### config.mk
export PLATFORM = sky130hd
export DESIGN_NAME = input_conditioner
export DESIGN_NICKNAME = d
export VERILOG_FILES = /design/src/rtl/input_conditioner.sv
export SDC_FILE = /design/constraint.sdc
export NUM_CORES = 1
export LEC_CHECK = 0
export CORE_ASPECT_RATIO = 0.8
export CORE_UTILIZATION = 49
export DETAILED_ROUTE_END_ITERATION = 16
export GPL_ROUTABILITY_DRIVEN = 0
export GPL_TIMING_DRIVEN = 0
export PLACE_DENSITY = 0.68
export SLEW_MARGIN = 20
export SYNTH_ARGS = -nofsm -noshare
export SYNTH_HDL_FRONTEND = slang
export SYNTH_SLANG_ARGS = --single-unit
### constraint.sdc
create_clock -name clk -period 3.2 [get_ports clk]
set_input_delay 0.64 -clock clk [delete_from_list [all_inputs] [get_ports clk]]
set_output_delay 0.64 -clock clk [all_outputs]
set_load 0.01 [all_outputs]
### src/rtl/input_conditioner.sv
// Switch/pushbutton front end: two-flop synchronisers, per-input debouncers,
// key press strobes with sticky flags, and the In-instruction operator handshake.
module input_conditioner #(
  parameter int DEBOUNCE_CYCLES = 500000,
  parameter int CNT_W           = 20
) (
  input  logic        clk,
  input  logic        reset,
  input  logic [17:0] sw_raw,
  input  logic [2:0]  key_raw,
  output logic [17:0] sw_clean,
  output logic [2:0]  key_level,
  output logic [2:0]  key_pulse,
  output logic [2:0]  key_pending,
  input  logic [2:0]  pending_clr,
  // Handshake: io_req is a level held by the control path while an In
  // instruction waits; io_ack is a one-cycle strobe, io_data is valid from
  // that cycle on and holds until the next capture.
  input  logic        io_req,
  output logic        io_ack,
  output logic [31:0] io_data,
  output logic [1:0]  dbg_state
);

  localparam int              N_IN     = 21;
  localparam logic [CNT_W-1:0] CNT_LAST = CNT_W'(DEBOUNCE_CYCLES - 1);

  typedef enum logic [1:0] {
    IDLE     = 2'd0,
    WAIT_KEY = 2'd1,
    ACK      = 2'd2,
    WAIT_REL = 2'd3
  } hs_state_e;

  // Bit layout of the input vectors: [17:0] switches, [20:18] keys (active-high).
  logic [N_IN-1:0]  s1_q, s2_q, stable_q;
  logic [CNT_W-1:0] cnt_q [N_IN];
  logic [2:0]       key_level_dly_q;
  logic [2:0]       pending_q;
  logic [31:0]      data_q;
  hs_state_e        state_q, state_d;
  logic             capture;

  always_ff @(posedge clk) begin
    if (!reset) begin
      s1_q <= '0;
      s2_q <= '0;
    end else begin
      s1_q <= {~key_raw, sw_raw};
      s2_q <= s1_q;
    end
  end

  // Any return to the stable value restarts the count, so only an
  // uninterrupted run of DEBOUNCE_CYCLES differing samples is accepted.
  always_ff @(posedge clk) begin
    if (!reset) begin
      stable_q <= '0;
      for (int i = 0; i < N_IN; i++) cnt_q[i] <= '0;
    end else begin
      for (int i = 0; i < N_IN; i++) begin
        if (s2_q[i] == stable_q[i]) begin
          cnt_q[i] <= '0;
        end else if (cnt_q[i] == CNT_LAST) begin
          stable_q[i] <= s2_q[i];
          cnt_q[i]    <= '0;
        end else begin
          cnt_q[i] <= cnt_q[i] + CNT_W'(1);
        end
      end
    end
  end

  assign sw_clean  = stable_q[17:0];
  assign key_level = stable_q[20:18];
  assign key_pulse = key_level & ~key_level_dly_q;

  always_ff @(posedge clk) begin
    if (!reset) begin
      key_level_dly_q <= '0;
      pending_q       <= '0;
    end else begin
      key_level_dly_q <= key_level;
      pending_q       <= (pending_q & ~pending_clr) | key_pulse;
    end
  end

  assign key_pending = pending_q;

  always_ff @(posedge clk) begin
    if (!reset) state_q <= IDLE;
    else        state_q <= state_d;
  end

  // Only a fresh KEY1 strobe counts, so a key held before io_req rose is ignored.
  always_comb begin
    state_d = state_q;
    capture = 1'b0;
    case (state_q)
      IDLE:     if (io_req) state_d = WAIT_KEY;
      WAIT_KEY: begin
        if (!io_req) begin
          state_d = IDLE;
        end else if (key_pulse[0]) begin
          capture = 1'b1;
          state_d = ACK;
        end
      end
      ACK:      state_d = WAIT_REL;
      WAIT_REL: if (!io_req) state_d = IDLE;
      default:  state_d = IDLE;
    endcase
  end

  always_ff @(posedge clk) begin
    if (!reset)       data_q <= '0;
    else if (capture) data_q <= {{15{stable_q[17]}}, stable_q[16:0]};
  end

  assign io_ack    = (state_q == ACK);
  assign io_data   = data_q;
  assign dbg_state = state_q;

endmodule

==> run_results.csv, run 1 <==
group,metric,value,unit
route,dr.pass1.iters,6,
sta,period_share,96.76,%
final_layout,final_nets,3124,
placement,pre_cts_ws,-0.9808,ns
clocking,tritoncts,"yes",
logic_synthesis,synth_warnings,0,
sta,slew_headroom,20.13,%
logic_synthesis,synth_edf_count,420,
power,p_leak,0.01065,µW
global_route,antenna_found_initial,1,
outcome,outcome,"complete, no violations",
sta,fin_hold_ws,0.4328,ns
clocking,cts_setup_buffers,0,
sta,setup_slack,0.1036,ns
clocking,clk_latency,0.59,ns
global_route,grt_overflow,0,
clocking,htreeDepth,2,
power,ir_worst_vdd,0.3377,mV
final_layout,fillers,4485,
floorplanning,io_pins,89,
placement,dp.cells,3714,
sta,skew,0.01203,ns
global_route,grt_max_degree,17,
sta,worst_pin_slew,1.198,ns
logic_synthesis,synthCells,2514,
sta,rsz0062_at_grt,"false",
worst_setup_path,worst-path-max-fanout,10,
route,drc_errors,0,
worst_setup_path,crit_top_cell,"clkbuf_1",
global_route,grt_pass1_wl,92580,µm
worst_setup_path,cp_slowest_cell,"clkbuf_1",
logic_synthesis,syn_area,0.02614,mm²
logic_synthesis,ys_types,57,
worst_setup_path,required,3.73,ns
route,drt_iter0_markers,1300,
global_route,track_usage,20.92,%
clocking,clkSinkCount,509,
clocking,cts_buffers,53,
logic_synthesis,synth_seq_cells,509,
power,total_power,14580,µW
worst_setup_path,critPathKind,"in2reg",
worst_setup_path,crit_family,"buffers and inverters",
placement,hpwl,39870,µm
route,wl_per_cell,14.70,µm
logic_synthesis,ys_seq_area_share,55.06,%
sta,final.min_clock_period,3.096,ns
route,viasPerCell,5.237,
floorplanning,start_util,49.75,%
floorplanning,dieHeight,208.6,µm
logic_synthesis,async_flop_share,0,%
worst_setup_path,cpPeakStageDelay,0.83,ns
worst_setup_path,path_cells,"clkdlybuf4s50_1 > clkbuf_2 > clkbuf_1 > clkbuf_1 > and2_1",
worst_setup_path,cp_data_arrival_time,3.62,ns
final_layout,diodes,0,
route,wl,56040,µm
sta,setup_viol,0,
worst_setup_path,cp.buffers_inverters,4,
worst_setup_path,start_kind,"input port",
final_layout,layout_common_cells,"edfxtp_1 (420), conb_1 (420), nor2_1 (360), xnor2_1 (169), nand2_1 (160)",
floorplanning,die_w,260.3,µm
floorplanning,core,0.05255,mm²
route,via_count,19958,
floorplanning,rows,75,
logic_synthesis,postSynthAreaPerCell,10.40,µm²
sta,fmax,323.0,MHz
floorplanning,die_area,0.05429,mm²
min_path,min_path_type,"reg2reg",
logic_synthesis,ys.flop_type,"edfxtp_1",
global_route,grt_pass1_vias,18740,
sta,setup_tns,0,ns
final_layout,flow.area_growth_from_synthesis,19.53,%
clocking,clk_pin_slew,0.06,ns
clocking,cts_root_buf,"clkbuf_16",
worst_setup_path,end_kind,"register",
placement,portBuffers,88,
sta,final-hold-violation-count,0,
final_layout,instances_no_fill,3811,
sta,report.final.slew_viol_count,0,
final_layout,drive_gt1_share,4.907,%
clocking,clockBufferDepth,3,
route,ant_nets,0,
power,power.density,466.5,mW/mm²
job,cap_violations,0,
state kept, by name, indices dropped and copies added (netlist names), named ones only:
name             flops
key_level_dly_q      3
s1_q                21
cnt_q              420
dbg_state            1
key_pending          3
stable_q            21
s2_q                21
io_data             18
area by class of cell:
class | instances | area [µm²] | share of cell area (%)
clock buffers | 80 | 1643 | 5.257
multi-input cells | 2250 | 12570 | 40.24
flip-flops and latches | 509 | 14390 | 46.06
plain buffers | 89 | 436.7 | 1.397
repair buffers | 88 | 880.8 | 2.819
inverters | 85 | 319.1 | 1.021
clock inverters | 17 | 133.9 | 0.4284
well taps | 693 | 867.1 | 2.775
synthesized netlist by cell type, drive strengths merged (9+ instances only):
cell type	n	area share, %
a21oi	143	2.7
and2	46	1.1
and3	25	0.60
and4	38	1.3
buf	37	0.89
clkbuf	52	0.75
dfxtp	89	6.8
edfxtp	420	48
ha	21	1.0
inv	85	1.2
nand2	160	2.3
nand3	140	2.7
nand4	119	2.9
nand4b	9	0.30
nor2	360	5.2
nor3	64	1.2
nor4	47	1.1
nor4b	17	0.57
nor4bb	10	0.38
o211ai	9	0.32
o21ai	85	1.6
o31ai	36	1.0
or3	77	1.9
or4	72	2.1
or4b	11	0.42
xnor2	169	5.7
xor2	124	4.2
repair_timing:
| action | in CTS | in global routing |
|---|---|---|
| hold buffers | 0 | 0 |
| pin swaps | 0 | 0 |
| setup endpoints to repair | 40 | 2 |
| gates resized for setup | 1 | 3 |
metal layers:
metal | global-route usage, % | wire length, µm
met1 | 29.92 | 26410
met2 | 33.00 | 25420
met4 | 6.171 | 1151
met3 | 3.057 | 3050
met5 | 0 | 0
stage by stage:
step	area [µm²]	util [%]
global route	31250	59.46
CTS	31250	59.46
detailed placement	29470	56.07
floorplan	27720	-
finish	31250	59.46
global placement	29460	56.07
power by group:
part / internal [µW] / leakage, µW / switching, µW
sequential: 7430 / 0.00506 / 284
combinational: 232 / 0.00470 / 361
clock: 3690 / 0.000892 / 2590
total: 11300 / 0.0107 / 3230
logic make-up after synthesis:
kind of cell / Yosys count / synth area share [%]
buffers and inverters: 174 / 2.862
muxes: 3 / 0.1149
other: 1 / 0.01434
AOI/OAI and AO/OA: 294 / 6.413
adders and majority gates: 21 / 1.005
DFF: 509 / 55.06
xor gates and xnor gates: 293 / 9.816
and+or+nand+nor: 1219 / 24.72
final timing paths:
kind,start,to,slack [ns],cells past startpoint
max,reset,s1_q[1]$_SDFF_PN0_,0.10,5
min,s1_q[0]$_SDFF_PN0_,s2_q[0]$_SDFF_PN0_,0.43,1
max reg2reg,cnt_q[0][80]$_SDFFCE_PN0P_,cnt_q[0][90]$_SDFFCE_PN0P_,0.57,6
min reg2reg,s1_q[0]$_SDFF_PN0_,s2_q[0]$_SDFF_PN0_,0.43,1
(Power assumes the default switching activity.)
==> run 2, diff against run 1 <==
Settings changed: CAP_MARGIN from default to 20, CORE_MARGIN from default to 10.
==> run 2 against run 1 <==
Net effect: setup slack gained 0.041 ns; via count about the same; final cell count grew 0.10%; flip-flop and latch count unchanged; utilization fell by 0.18 points; largest cell class unchanged; count of clock-buffer cells in the layout increased by 4; largest power group unchanged; cell area shrank 0.13%; fmax grew 1.4%; die area up 16%; clock skew rose by 0.0057 ns; first-iteration DRC count grew 32%.
==> run_results.csv, run 2 (synthesized netlist as in run 1, its figures left out) <==
group,metric,value,unit
outcome,outcome,"complete, no violations",
clocking,tritoncts,"yes",
worst_setup_path,end_kind,"register",
floorplanning,rows,75,
floorplanning,io_pins,89,
power,power_frac_clock,42.5,%
clocking,cts_setup_buffers,0,
route,wl_per_cell,14.72,µm
final_layout,final_nets,3125,
sta,setup_tns,0,ns
placement,portBuffers,88,
route,via_count,19946,
worst_setup_path,crit_top_cell,"clkbuf_1",
sta,final.min_clock_period,3.055,ns
worst_setup_path,critPathKind,"in2reg",
route,ant_nets,0,
clocking,cts_root_buf,"clkbuf_16",
floorplanning,dieHeight,226.6,µm
sta,period_share,95.47,%
sta,fmax,327.3,MHz
power,switching_share,22.36,%
sta,skew,0.01771,ns
sta,setup_slack,0.1449,ns
sta,setup_viol,0,
sta,final-hold-violation-count,0,
worst_setup_path,cp_slowest_cell,"clkdlybuf4s50_1",
sta,worst_pin_slew,0.8514,ns
final_layout,flow.area_growth_from_synthesis,19.37,%
floorplanning,die_area,0.06305,mm²
clocking,clk_latency,0.61,ns
power,power.switching,3226,µW
route,viasPerCell,5.228,
worst_setup_path,cpPeakStageDelay,0.75,ns
worst_setup_path,rrSetupSlack,0.58,ns
clocking,clk_pin_slew,0.06,ns
power,seqPwrFrac,53.4,%
route,drc_errors,0,
final_layout,drive_gt1_share,4.901,%
final_layout,layout_common_cells,"edfxtp_1 (420), conb_1 (420), nor2_1 (360), xnor2_1 (169), nand2_1 (160)",
worst_setup_path,required,3.74,ns
sta,fin_hold_ws,0.4302,ns
route,drt_iter0_markers,1721,
worst_setup_path,worst-path-max-fanout,10,
worst_setup_path,path_cells,"clkdlybuf4s50_1 > clkbuf_2 > clkbuf_1 > clkbuf_1 > o21ai_0 > a21oi_1",
clocking,clkSinkCount,509,
power,cellInternalPower,11200,µW
placement,hpwl,39800,µm
sta,report.final.slew_viol_count,0,
global_route,grt_overflow,0,
clocking,clockBufferDepth,3,
power,p_leak,0.01063,µW
sta,slew_headroom,43.24,%
route,wl,56170,µm
power,total_power,14430,µW
final_layout,fillers,4463,
power,ir_worst_vdd,0.4744,mV
sta,rsz0062_at_grt,"false",
power,power.density,462.4,mW/mm²
global_route,grt_pass1_wl,92530,µm
route,dr.pass1.iters,5,
global_route,grt_max_degree,17,
final_layout,regMostFlops,"cnt_q",
final_layout,diodes,0,
placement,pre_cts_ws,-1.075,ns
global_route,grt_pass1_vias,18553,
min_path,min_path_type,"reg2reg",
floorplanning,core,0.05264,mm²
final_layout,utilization,59.28,%
floorplanning,die_w,278.3,µm
worst_setup_path,start_kind,"input port",
job,cap_violations,0,
global_route,track_usage,17.64,%
floorplanning,start_util,49.66,%
power,comb_power_share,4.1,%
clocking,cts_resized,2,
global_route,antenna_found_initial,3,
worst_setup_path,cp_data_arrival_time,3.60,ns
clocking,htreeDepth,2,
final_layout,largest_reg_flops,420,
clocking,cts_buffers,54,
clocking,hold_buffers,0,
==> run 2: cell types whose count changed in the layout (fill, tap and decap cells not counted), sizes merged <==
cell / before / now
bufinv: 2 / 1
clkinv: 15 / 14
inv: 85 / 87
clkbuf: 132 / 136
==> run 2: final timing paths <==
kind,from,cells after the start,endpoint
max,reset,6,dbg_state[0]$_SDFFE_PN0P_
min,s1_q[16]$_SDFF_PN0_,1,s2_q[16]$_SDFF_PN0_
max reg2reg,cnt_q[0][120]$_SDFFCE_PN0P_,6,cnt_q[0][132]$_SDFFCE_PN0P_
min reg2reg,s1_q[16]$_SDFF_PN0_,1,s2_q[16]$_SDFF_PN0_
==> run 2: critical path, delay by kind of cell <==
| kind | cells | cell delay (ns) |
|---|---|---|
| buffers and inverters | 4 | 2.60 |
| AOI/OAI and AO/OA | 2 | 0.34 |
==> run 2: final cells by class <==
type                            count  area, µm²  share of cell area, %
Sequential cell                   509      14390                  46.12
Timing Repair Buffer               88      880.8                  2.822
Clock inverter                     17      116.4                 0.3729
Multi-Input combinational cell   2250      12570                  40.29
Inverter                           85      319.1                  1.022
Clock buffer                       84       1617                  5.180
Tap cell                          693      867.1                  2.778
Buffer                             89      440.4                  1.411
==> run 2: through the flow <==
step	instance area [µm²]	cells
floorplan	27720	2933
global placement	29460	3714
detailed placement	29470	3714
CTS	31210	3815
global route	31210	3815
finish	31210	3815
==> run 2: layer usage <==
layer | vias to the layer above | wire (µm) | GRT usage, %
met3 | 65 | 3691 | 3.668
met2 | 465 | 24370 | 26.99
met1 | 9450 | 27190 | 25.27
li1 | 9966 | - | -
met4 | 0 | 922 | 4.184
met5 | - | 0 | 0
==> run 2: power groups by stage <==
stage	Sequential, µW	Clock, µW	Combinational, µW
detailed placement	7840	0	573
global route	7750	6580	681
CTS	7700	6310	579
global placement	7820	0	562
finish	7710	6130	593
floorplan	7760	0	430
==> run 3, diff against run 2 <==
Settings changed: SLEW_MARGIN 20 to default.
==> run 3 against run 2 <==
Net effect: global-route usage barely moved; first-iteration DRC count fell by 2.7%; flip-flop and latch count did not move; final cell count rose by 0.26%; largest cell class unchanged; power rose by 5.3%; worst hold slack improved by 0.00076 ns; largest power group unchanged; sequential power barely moved; cell area rose by 1.2%; die area did not move; highest routed layer unchanged; non-clock buffer count rose by 6.
==> run_results.csv, run 3 (synthesized netlist as in run 1, its figures left out) <==
group,metric,value,unit
floorplanning,die_w,278.3,µm
global_route,antenna_found_initial,3,
clocking,clk_pin_slew,0.06,ns
route,drt_iter0_markers,1675,
worst_setup_path,cpPeakStageDelay,0.76,ns
worst_setup_path,crit_top_cell,"clkbuf_1",
floorplanning,start_util,49.66,%
final_layout,utilization,59.96,%
sta,fmax,327.4,MHz
placement,portBuffers,88,
worst_setup_path,critPathKind,"in2reg",
final_layout,layout_common_cells,"edfxtp_1 (420), conb_1 (420), nor2_1 (360), xnor2_1 (169), nand2_1 (160)",
power,power.density,481.5,mW/mm²
sta,period_share,95.44,%
sta,slew_headroom,29.22,%
route,ant_nets,0,
placement,hpwl,40510,µm
sta,worst_pin_slew,1.062,ns
global_route,grt_pass1_vias,18772,
sta,rsz0062_at_grt,"false",
sta,setup_viol,0,
worst_setup_path,path_cells,"clkdlybuf4s50_1 > clkbuf_2 > clkbuf_1 > clkbuf_1 > and2_1",
final_layout,final_nets,3132,
clocking,clk_latency,0.59,ns
floorplanning,dieHeight,226.6,µm
job,cap_violations,0,
outcome,outcome,"complete, no violations",
worst_setup_path,end_kind,"register",
sta,final-hold-violation-count,0,
route,viasPerCell,5.249,
sta,skew,0.009982,ns
worst_setup_path,required,3.72,ns
route,drc_errors,0,
floorplanning,core,0.05264,mm²
global_route,grt_overflow,0,
clocking,clockBufferDepth,3,
power,p_leak,0.01079,µW
route,wl_per_cell,14.70,µm
sta,report.final.slew_viol_count,0,
global_route,grt_max_degree,17,
route,wl,56210,µm
worst_setup_path,worst-path-max-fanout,10,
final_layout,flow.area_growth_from_synthesis,20.75,%
clocking,cts_root_buf,"clkbuf_16",
clocking,cts_resized,3,
worst_setup_path,cp_data_arrival_time,3.57,ns
power,ir_worst_vdd,0.4686,mV
final_layout,drive_gt1_share,5.176,%
final_layout,regMostFlops,"cnt_q",
floorplanning,die_area,0.06305,mm²
clocking,cts_setup_buffers,0,
global_route,track_usage,17.64,%
clocking,clkSinkCount,509,
clocking,tritoncts,"yes",
final_layout,fillers,4437,
worst_setup_path,cp_slowest_cell,"clkdlybuf4s50_1",
clocking,cts_buffers,55,
min_path,min_path_type,"reg2reg",
sta,fin_hold_ws,0.4309,ns
floorplanning,io_pins,89,
global_route,grt_pass1_wl,92650,µm
final_layout,largest_reg_flops,420,
route,via_count,20076,
clocking,hold_buffers,0,
route,dr.pass1.iters,5,
clocking,htreeDepth,2,
sta,final.min_clock_period,3.054,ns
worst_setup_path,start_kind,"input port",
floorplanning,rows,75,
[run 3: cell types whose count changed in the layout (fill, tap and decap cells not counted), sizes merged]
cell	previous run	this run
clkinv	14	12
diode	0	2
inv	87	85
bufinv	1	5
buf	37	43
clkbuf	136	138
[run 3: layer usage]
layer | track usage, % | wire [µm] | vias up
met5 | 0 | 0 | -
met4 | 5.550 | 1225 | 0
met3 | 3.637 | 3872 | 85
met2 | 27.33 | 24580 | 501
met1 | 24.49 | 26540 | 9486
li1 | - | - | 10004
[run 3: layout make-up]
type,count,area [µm²],share of cell area (%)
Buffer,89,432.9,1.371
Clock inverter,17,214.0,0.6778
Clock buffer,86,1794,5.684
Inverter,85,319.1,1.011
Timing Repair Buffer,94,967.2,3.064
Tap cell,693,867.1,2.747
Multi-Input combinational cell,2250,12570,39.83
Antenna cell,2,5.005,0.01585
Sequential cell,509,14390,45.60
[run 3: stage by stage]
step / TNS (ns) / instance area [µm²] / total power, µW / std cells / worst slack (ns)
3_5_place_dp: -116.72 / 29550 / 8424 / 3720 / -1.088
3_3_place_gp: -96.69 / 29460 / 8385 / 3714 / -0.9341
2_1_floorplan: 0 / 27720 / 8191 / 2933 / 1.027
6_report: 0 / 31570 / 15200 / 3825 / 0.1458
5_1_grt: 0 / 31560 / 15750 / 3823 / 0.03807
4_1_cts: 0 / 31560 / 15330 / 3823 / 0.09448
[run 3: worst paths after layout]
| path | start | endpoint | depth (start not counted) | slack (ns) |
|---|---|---|---|---|
| max | reset | s2_q[7]$_SDFF_PN0_ | 5 | 0.15 |
| min | s1_q[14]$_SDFF_PN0_ | s2_q[14]$_SDFF_PN0_ | 1 | 0.43 |
| max reg2reg | cnt_q[0][120]$_SDFFCE_PN0P_ | cnt_q[0][132]$_SDFFCE_PN0P_ | 6 | 0.55 |
| min reg2reg | s1_q[14]$_SDFF_PN0_ | s2_q[14]$_SDFF_PN0_ | 1 | 0.43 |
[run 3: worst max-delay path: cells and delay by family]
family / cells / cell delay [ns]
buf+inv: 4 / 2.62
simple gates: 1 / 0.28
[run 3: power breakdown]
group / total [µW] / internal, µW / switching (µW) / leakage [µW]
Clock: 6890 / 4250 / 2640 / 0.000999
Sequential: 7710 / 7430 / 284 / 0.00506
Combinational: 600 / 238 / 362 / 0.00473
